File: src/rtl/encoder_volume_ctrl.sv
// Front-panel volume controller: turns rotary-encoder strobes into a saturating
// volume target with speed acceleration and a mute toggle. The CPU may override
// the target. Every panel event is queued in a small FIFO for the CPU, and irq
// stays high while the FIFO holds anything.
// Optional build macro VOL_RAMP_EN: when defined, volume slews 1 LSB toward the
// target on each audio_clk_enable strobe instead of copying it every clock.
module encoder_volume_ctrl #(
    parameter logic [7:0]  VOL_MAX      = 8'd255,
    parameter logic [7:0]  VOL_DEFAULT  = 8'd128,
    parameter int unsigned ACCEL_WINDOW = 2000000,
    parameter int unsigned FIFO_DEPTH   = 4
) (
    input  logic       clk,
    input  logic       reset_n,
    input  logic       audio_clk_enable,
    input  logic       enc_state_change_stb,
    input  logic       click,
    input  logic       clockwise,
    input  logic       switch,
    input  logic       cpu_wr_stb,
    input  logic [7:0] cpu_wr_data,
    input  logic       cpu_rd_stb,
    output logic [7:0] volume,
    output logic [7:0] target,
    output logic       mute,
    output logic [7:0] event_data,
    output logic       irq
);

    localparam int unsigned      WIN_W    = $clog2(ACCEL_WINDOW + 1);
    localparam int unsigned      PTR_W    = $clog2(FIFO_DEPTH);
    localparam logic [WIN_W-1:0] WIN_LOAD = WIN_W'(ACCEL_WINDOW);

    // Panel-side state
    logic             swPrev_q, swPrev_d;
    logic [WIN_W-1:0] winCnt_q, winCnt_d;
    logic [1:0]       lvl_q, lvl_d;
    logic             lastDir_q, lastDir_d;
    logic [7:0]       target_q, target_d;
    logic [7:0]       volume_q, volume_d;
    logic             mute_q, mute_d;

    // Event FIFO state
    logic [6:0]       fifoMem_q [FIFO_DEPTH];
    logic [PTR_W:0]   wrPtr_q, wrPtr_d;
    logic [PTR_W:0]   rdPtr_q, rdPtr_d;
    logic             ovf_q, ovf_d;

    // Decoded events and intermediate values
    logic             clickEv;
    logic             pressEv;
    logic [1:0]       clickLvl;
    logic [1:0]       lvlStep;
    logic [7:0]       step;
    logic [8:0]       sum9;
    logic [7:0]       clickTarget;
    logic             fifoEmpty;
    logic             fifoFull;
    logic             pushReq;
    logic             pushOk;
    logic             popOk;
    logic [6:0]       entry;

    assign clickEv = enc_state_change_stb & click;
    assign pressEv = enc_state_change_stb & switch & ~swPrev_q;

    // Acceleration window, level update and saturating target arithmetic
    always_comb begin
        winCnt_d    = winCnt_q;
        clickLvl    = 2'd0;
        lvlStep     = lvl_q;
        lvl_d       = lvl_q;
        lastDir_d   = lastDir_q;
        swPrev_d    = swPrev_q;
        step        = 8'd1;
        sum9        = 9'd0;
        clickTarget = target_q;
        target_d    = target_q;
        mute_d      = mute_q ^ pressEv;

        if (enc_state_change_stb) begin
            swPrev_d = switch;
        end

        if (clickEv) begin
            winCnt_d = WIN_LOAD;
        end else if (winCnt_q != '0) begin
            winCnt_d = winCnt_q - WIN_W'(1);
        end

        if ((winCnt_q != '0) && (clockwise == lastDir_q)) begin
            clickLvl = (lvl_q >= 2'd2) ? 2'd2 : (lvl_q + 2'd1);
        end

        if (clickEv) begin
            lvlStep   = clickLvl;
            lastDir_d = clockwise;
        end else if (winCnt_d == '0) begin
            lvlStep = 2'd0;
        end

        step = 8'd1 << clickLvl;
        sum9 = {1'b0, target_q} + {1'b0, step};
        if (clockwise) begin
            clickTarget = (sum9 > {1'b0, VOL_MAX}) ? VOL_MAX : sum9[7:0];
        end else begin
            clickTarget = (target_q < step) ? 8'd0 : (target_q - step);
        end

        if (cpu_wr_stb) begin
            target_d = (cpu_wr_data > VOL_MAX) ? VOL_MAX : cpu_wr_data;
            lvl_d    = 2'd0;
        end else begin
            lvl_d = lvlStep;
            if (clickEv) begin
                target_d = clickTarget;
            end
        end
    end

    // Volume either copies the target or slews toward it on audio strobes
    always_comb begin
        volume_d = volume_q;
`ifdef VOL_RAMP_EN
        if (audio_clk_enable) begin
            if (volume_q < target_q) begin
                volume_d = volume_q + 8'd1;
            end else if (volume_q > target_q) begin
                volume_d = volume_q - 8'd1;
            end
        end
`else
        volume_d = target_q;
`endif
    end

`ifndef VOL_RAMP_EN
    logic unusedAudioEn;
    assign unusedAudioEn = audio_clk_enable;
`endif

    assign fifoEmpty = (wrPtr_q == rdPtr_q);
    assign fifoFull  = (wrPtr_q[PTR_W] != rdPtr_q[PTR_W]) &&
                       (wrPtr_q[PTR_W-1:0] == rdPtr_q[PTR_W-1:0]);
    assign entry     = {ovf_q, mute_d, pressEv, clockwise, clickEv, lvlStep};

    // FIFO pointer and overflow bookkeeping; a pop frees room for a same-cycle push
    always_comb begin
        pushReq = clickEv | pressEv;
        popOk   = cpu_rd_stb & ~fifoEmpty;
        pushOk  = pushReq & (~fifoFull | popOk);
        wrPtr_d = wrPtr_q;
        rdPtr_d = rdPtr_q;
        ovf_d   = ovf_q;

        if (pushOk) begin
            wrPtr_d = wrPtr_q + (PTR_W+1)'(1);
        end
        if (popOk) begin
            rdPtr_d = rdPtr_q + (PTR_W+1)'(1);
        end

        if (pushReq && !pushOk) begin
            ovf_d = 1'b1;
        end else if (popOk) begin
            ovf_d = 1'b0;
        end
    end

    // Register update for all resettable state
    always_ff @(posedge clk or negedge reset_n) begin
        if (!reset_n) begin
            swPrev_q  <= 1'b0;
            winCnt_q  <= '0;
            lvl_q     <= 2'd0;
            lastDir_q <= 1'b0;
            target_q  <= VOL_DEFAULT;
            volume_q  <= VOL_DEFAULT;
            mute_q    <= 1'b0;
            wrPtr_q   <= '0;
            rdPtr_q   <= '0;
            ovf_q     <= 1'b0;
        end else begin
            swPrev_q  <= swPrev_d;
            winCnt_q  <= winCnt_d;
            lvl_q     <= lvl_d;
            lastDir_q <= lastDir_d;
            target_q  <= target_d;
            volume_q  <= volume_d;
            mute_q    <= mute_d;
            wrPtr_q   <= wrPtr_d;
            rdPtr_q   <= rdPtr_d;
            ovf_q     <= ovf_d;
        end
    end

    // Event storage; contents are meaningless once the pointers are reset
    always_ff @(posedge clk) begin
        if (pushOk) begin
            fifoMem_q[wrPtr_q[PTR_W-1:0]] <= entry;
        end
    end

    assign volume     = volume_q;
    assign target     = target_q;
    assign mute       = mute_q;
    assign irq        = ~fifoEmpty;
    assign event_data = fifoEmpty ? 8'h00 : {1'b1, fifoMem_q[rdPtr_q[PTR_W-1:0]]};

endmodule

File: config.mk
export PLATFORM = sky130hd
export DESIGN_NAME = encoder_volume_ctrl
export DESIGN_NICKNAME = d
export VERILOG_FILES = /design/src/rtl/encoder_volume_ctrl.sv
export SDC_FILE = /design/constraint.sdc
export NUM_CORES = 1
export LEC_CHECK = 0
export ABC_AREA = 1
export CAP_MARGIN = 20
export CORE_MARGIN = 2
export CORE_UTILIZATION = 40
export DETAILED_ROUTE_END_ITERATION = 12
export PLACE_DENSITY = 0.7
export SYNTH_ARGS = -nofsm -noshare
export SYNTH_HDL_FRONTEND = slang
export SYNTH_SLANG_ARGS = --single-unit
File: constraint.sdc
create_clock -name clk -period 3.1 [get_ports clk]
set_input_delay 0.93 -clock clk [delete_from_list [all_inputs] [get_ports clk]]
set_output_delay 0.93 -clock clk [all_outputs]
set_load 0.02 [all_outputs]
==> summary by stage, run 1 <==
Setup path
The critical path goes through dlygate4sd2_1 -> xnor2_2 -> nand2_2 -> ha_1 -> fa_2 -> a21oi_2 -> o21ai_2 -> nand2_1 -> nor2_1 -> nand2_1 -> nor2_2 -> nand2_2 -> nand3_1 -> a31oi_1 -> o21ai_1. The capture point of the worst reg-to-reg path is target[4]$_DFFE_PN0P_. Among all stages on the critical path, the largest delay is contributed by fa_2. The worst setup path is launched from an input port. The peak fanout along the critical path is 5.

The number of cells on the critical path is 15. The biggest cell delay along the critical path is 0.36 ns. The dominant delay contributor by cell family on the critical path is simple AND/OR/NAND/NOR gates.

The worst path arrival time is 3.23 ns. The endpoint of the worst setup timing path is target[3]$_DFFE_PN0P_. The data required time at the worst endpoint is around 3.4 ns.

STA classifies the critical path endpoint as a register. In this run the critical register-to-register path is launched from winCnt_q[0]$_DFF_PN0_. The number of buffer and inverter stages on the critical path is 1. For the worst flop-to-flop path, the logic depth is 20. Tracing the worst setup path back leads to its startpoint at clockwise. By startpoint and endpoint, the worst setup path is classified as input port to register. The internal reg-to-reg setup slack is 0.29 ns.

Flow run
Across the run, the number of max-cap violations was 0.

Timing
Setup violations remaining at the end of the flow were counted as 0. The final-report hold violation count is 0. The clock period minus worst slack is roughly 3.0 ns.

Of the available clock period, the critical path in the final layout requires 95.6%. For the final database, setup skew stands at 0.0167 ns. The smallest setup slack after layout is 0.137 ns. The final-report max-slew violation count was 0. For this run, the top clock speed supported by timing is ~340 MHz.

For the pin with the worst max-slew slack, the measured transition is 0.578 ns. The final-layout setup total negative slack is 0 ns. The max-slew headroom at the worst pin is 61.5%. Setup repair after global routing could not meet its margin everywhere.

Drt
The total detailed-routing wirelength is 9420 um. The count of nets left with antenna violations once routing finished came out at 0. The first TritonRoute pass finished after 5 iterations. In the routed design, unresolved DRC markers number 0. The mean number of vias per cell is 4.80.

In the final routed layout, each cell accounts on average for between 10 and 15 um. The iteration-0 DRC count of the detailed router is 137. The via count of the routed design is around 3,500.

Final layout
The number of nets in the finished design is 622. The final design utilization is roughly half. The most common cell after layout, fill and taps aside is nand2_1.

Relative to the synthesized area, the layout overhead comes to 24.8%. Fill cells in the final layout number 977. The share of final-layout standard cells stronger than drive strength 1 is between 10 and 15%. The top cell types in the final layout, fill and taps aside, are 114 x nand2_1, 81 x nor2_1, 73 x inv_1. The finished cells cover 5250 sq um.

The antenna diode instance count is 0.

Place
The final estimated routing congestion in global placement is 0.892. The minimum setup slack after placement is -0.592 ns. Buffers placed on the I/O ports in this run total 41. Summed over all nets, the half-perimeter wirelength after detailed placement is 6760 um.

The placed standard-cell area is 4960 sq um.

Clocking
In this run, CTS created clock tree buffers numbering 9. The number of sinks on the clock net is 77. The clock tree root driver cell is clkbuf_8. After clock tree synthesis, the clock-pin slew on the worst setup and hold paths is 0.10 ns.

The clock insertion delay at the later pin of the skew report is 0.37 ns. In this run, post-CTS hold repair placed 0 buffers. The maximum level of the CTS H-tree is 3. The maximum count of clock buffers along a single path is 2. The clock tree from TritonCTS is done.

GRT
Global routing consumed, on the met2 layer, 30.4% of the routing resources. After global routing the overflow that remains totals 0. The pin count of the biggest net entering global routing is 26. The global routing met1 resource utilization is ~23%. The met3 usage in global routing is 3.62%. The wire length of the first global-routing pass is 16,300 um. The number of antenna violations at the first check in global routing is 0. The number of global-route vias before repair is about 3,600. The total track usage is 18.1%.

met2 is the most crowded layer.

Synth
Synthesis produced a netlist whose cell count is 514. The number of warning messages in the yosys log is 0. Summing the sequential cell areas from Yosys gives between 40% and 50% of the chip area. The async set or reset register ratio after synthesis is 63.6%.

The predominant post-synthesis flop cell is dfrtp_1. In this run, synthesis inferred 28 flip-flops with an integrated enable. The number of nets produced by synthesis is ~550. The number of different library cells in the post-synthesis netlist is 37. The mean instance size in the synthesized netlist is 8.18 sq um. The post-synthesis instance area is roughly 4200 sq um. The synthesized flop and latch total is 77.

Floorplanning
The effective utilization at floorplan is 40.9%. In this run the standard cell core region covers 10,300 sq um. The initialized floorplan defines 37 standard-cell rows. From left edge to right edge, the die measures between 100 and 150 um.

The die covers between 10,000 and 15,000 sq um. The number of primary I/O pins is 43. From bottom edge to top edge, the die measures 107 um.

Power
The power per cell area is around 750 nW/um^2. The worst-case vdd ir drop is between 0.0004 and 0.0005 V. The analysis attributes to cell leakage a power of 0.00255 uW.

Min path
The worst hold path class is register to register.

Outcome
The run finished with clean final reports.
## sequential cells by signal, indices dropped and copies added, names as in the netlist
register	cells
winCnt_q	21
ovf_q	1
wrPtr_q	3
swPrev_q	1
rdPtr_q	3
target	8
volume	8
mute	1
lastDir_q	1
lvl_q	2
fifoMem_q	28
## synth_stat cells, types with 4 or more instances
cell type / count / area [sq um]
nand4_1: 5 / 31.3
xor2_1: 11 / 96.3
nand3_1: 32 / 160
nand2_1: 117 / 439
nor2_1: 84 / 315
ha_1: 14 / 175
a21oi_1: 14 / 70.1
xnor2_1: 6 / 52.6
o32ai_1: 7 / 61.3
inv_1: 74 / 278
o21ai_0: 29 / 145
nor2_2: 4 / 25.0
edfxtp_1: 28 / 841
dfrtp_1: 47 / 1180
clkbuf_1: 6 / 22.5
## cells by family (layout without fill, tap and decap cells)
kind of cell	after synthesis	after routing	share of synthesized area [%]
AO/OA/AOI/OAI	62	62	8.69
XOR/XNOR	17	17	3.54
adder cells (fa/ha/maj)	16	16	5.12
buffers and inverters	88	168	8.18
other	2	2	0.179
AND/OR/NAND/NOR	252	252	25.1
flip-flops	77	77	49.2
## layer usage
metal / vias to the layer above / share of wire [%]
met5: - / 0
met4: 0 / 1.5
met3: 10 / 3.4
met2: 74 / 49
met1: 1642 / 46
li1: 1779 / -
## worst min-delay path by stage
stage | start | endpoint | slack [ns] | cells after the start
6_report | target[7]$_DFFE_PN1P_ | volume[7]$_DFF_PN1_ | 0.42 | 0
5_1_grt | target[7]$_DFFE_PN1P_ | volume[7]$_DFF_PN1_ | 0.43 | 0
4_1_cts | target[7]$_DFFE_PN1P_ | volume[7]$_DFF_PN1_ | 0.43 | 0
3_5_place_dp | target[7]$_DFFE_PN1P_ | volume[7]$_DFF_PN1_ | 0.41 | 0
3_3_place_gp | target[7]$_DFFE_PN1P_ | volume[7]$_DFF_PN1_ | 0.41 | 0
2_1_floorplan | target[7]$_DFFE_PN1P_ | volume[7]$_DFF_PN1_ | 0.43 | 0
## through the flow
stage / instances / hold slack (ns) / total power [uW]
floorplan: 514 / 0.433 / 2500
global placement: 710 / 0.408 / 3120
detailed placement: 710 / 0.412 / 3160
CTS: 726 / 0.425 / 3920
global route: 730 / 0.430 / 4260
finish: 730 / 0.424 / 3930
## report_power, final
part           leakage, uW  internal, uW  total [uW]  switching, uW
clock network    0.0000907           310         741            430
logic              0.00161           736        1760           1030
registers         0.000847          1280        1430            148
total              0.00255          2320        3930           1610
## layout make-up
class | instances | area, sq um | share of cell area (%)
sequential | 77 | 2070 | 39.4
multi-input combinational | 349 | 1860 | 35.4
timing repair buffer | 76 | 681 | 13.0
inverter | 76 | 285 | 5.43
tap | 136 | 170 | 3.24
clock buffer | 9 | 124 | 2.36
clock inverter | 7 | 63.8 | 1.22
## worst register-to-register path: cells and delay by family (launching register included)
kind | cells | cell delay [ns]
fa+ha+maj | 2 | 0.41
flops | 1 | 0.40
simple gates | 11 | 1.30
buf+inv | 3 | 0.22
compound gates | 4 | 0.41
## timing repair
item	CTS	global route
pin swaps	0	6
setup buffers	0	4
setup endpoints to repair	9	16
resized for setup	8	20
No activity file was read; power rests on OpenSTA's default activity.
==> inputs of run 2 (changes only) <==
- CTS_CLUSTER_DIAMETER: not set -> 200
==> results of run 2 <==
No change in the layout: final DEF, timing and power equal those of run 1.
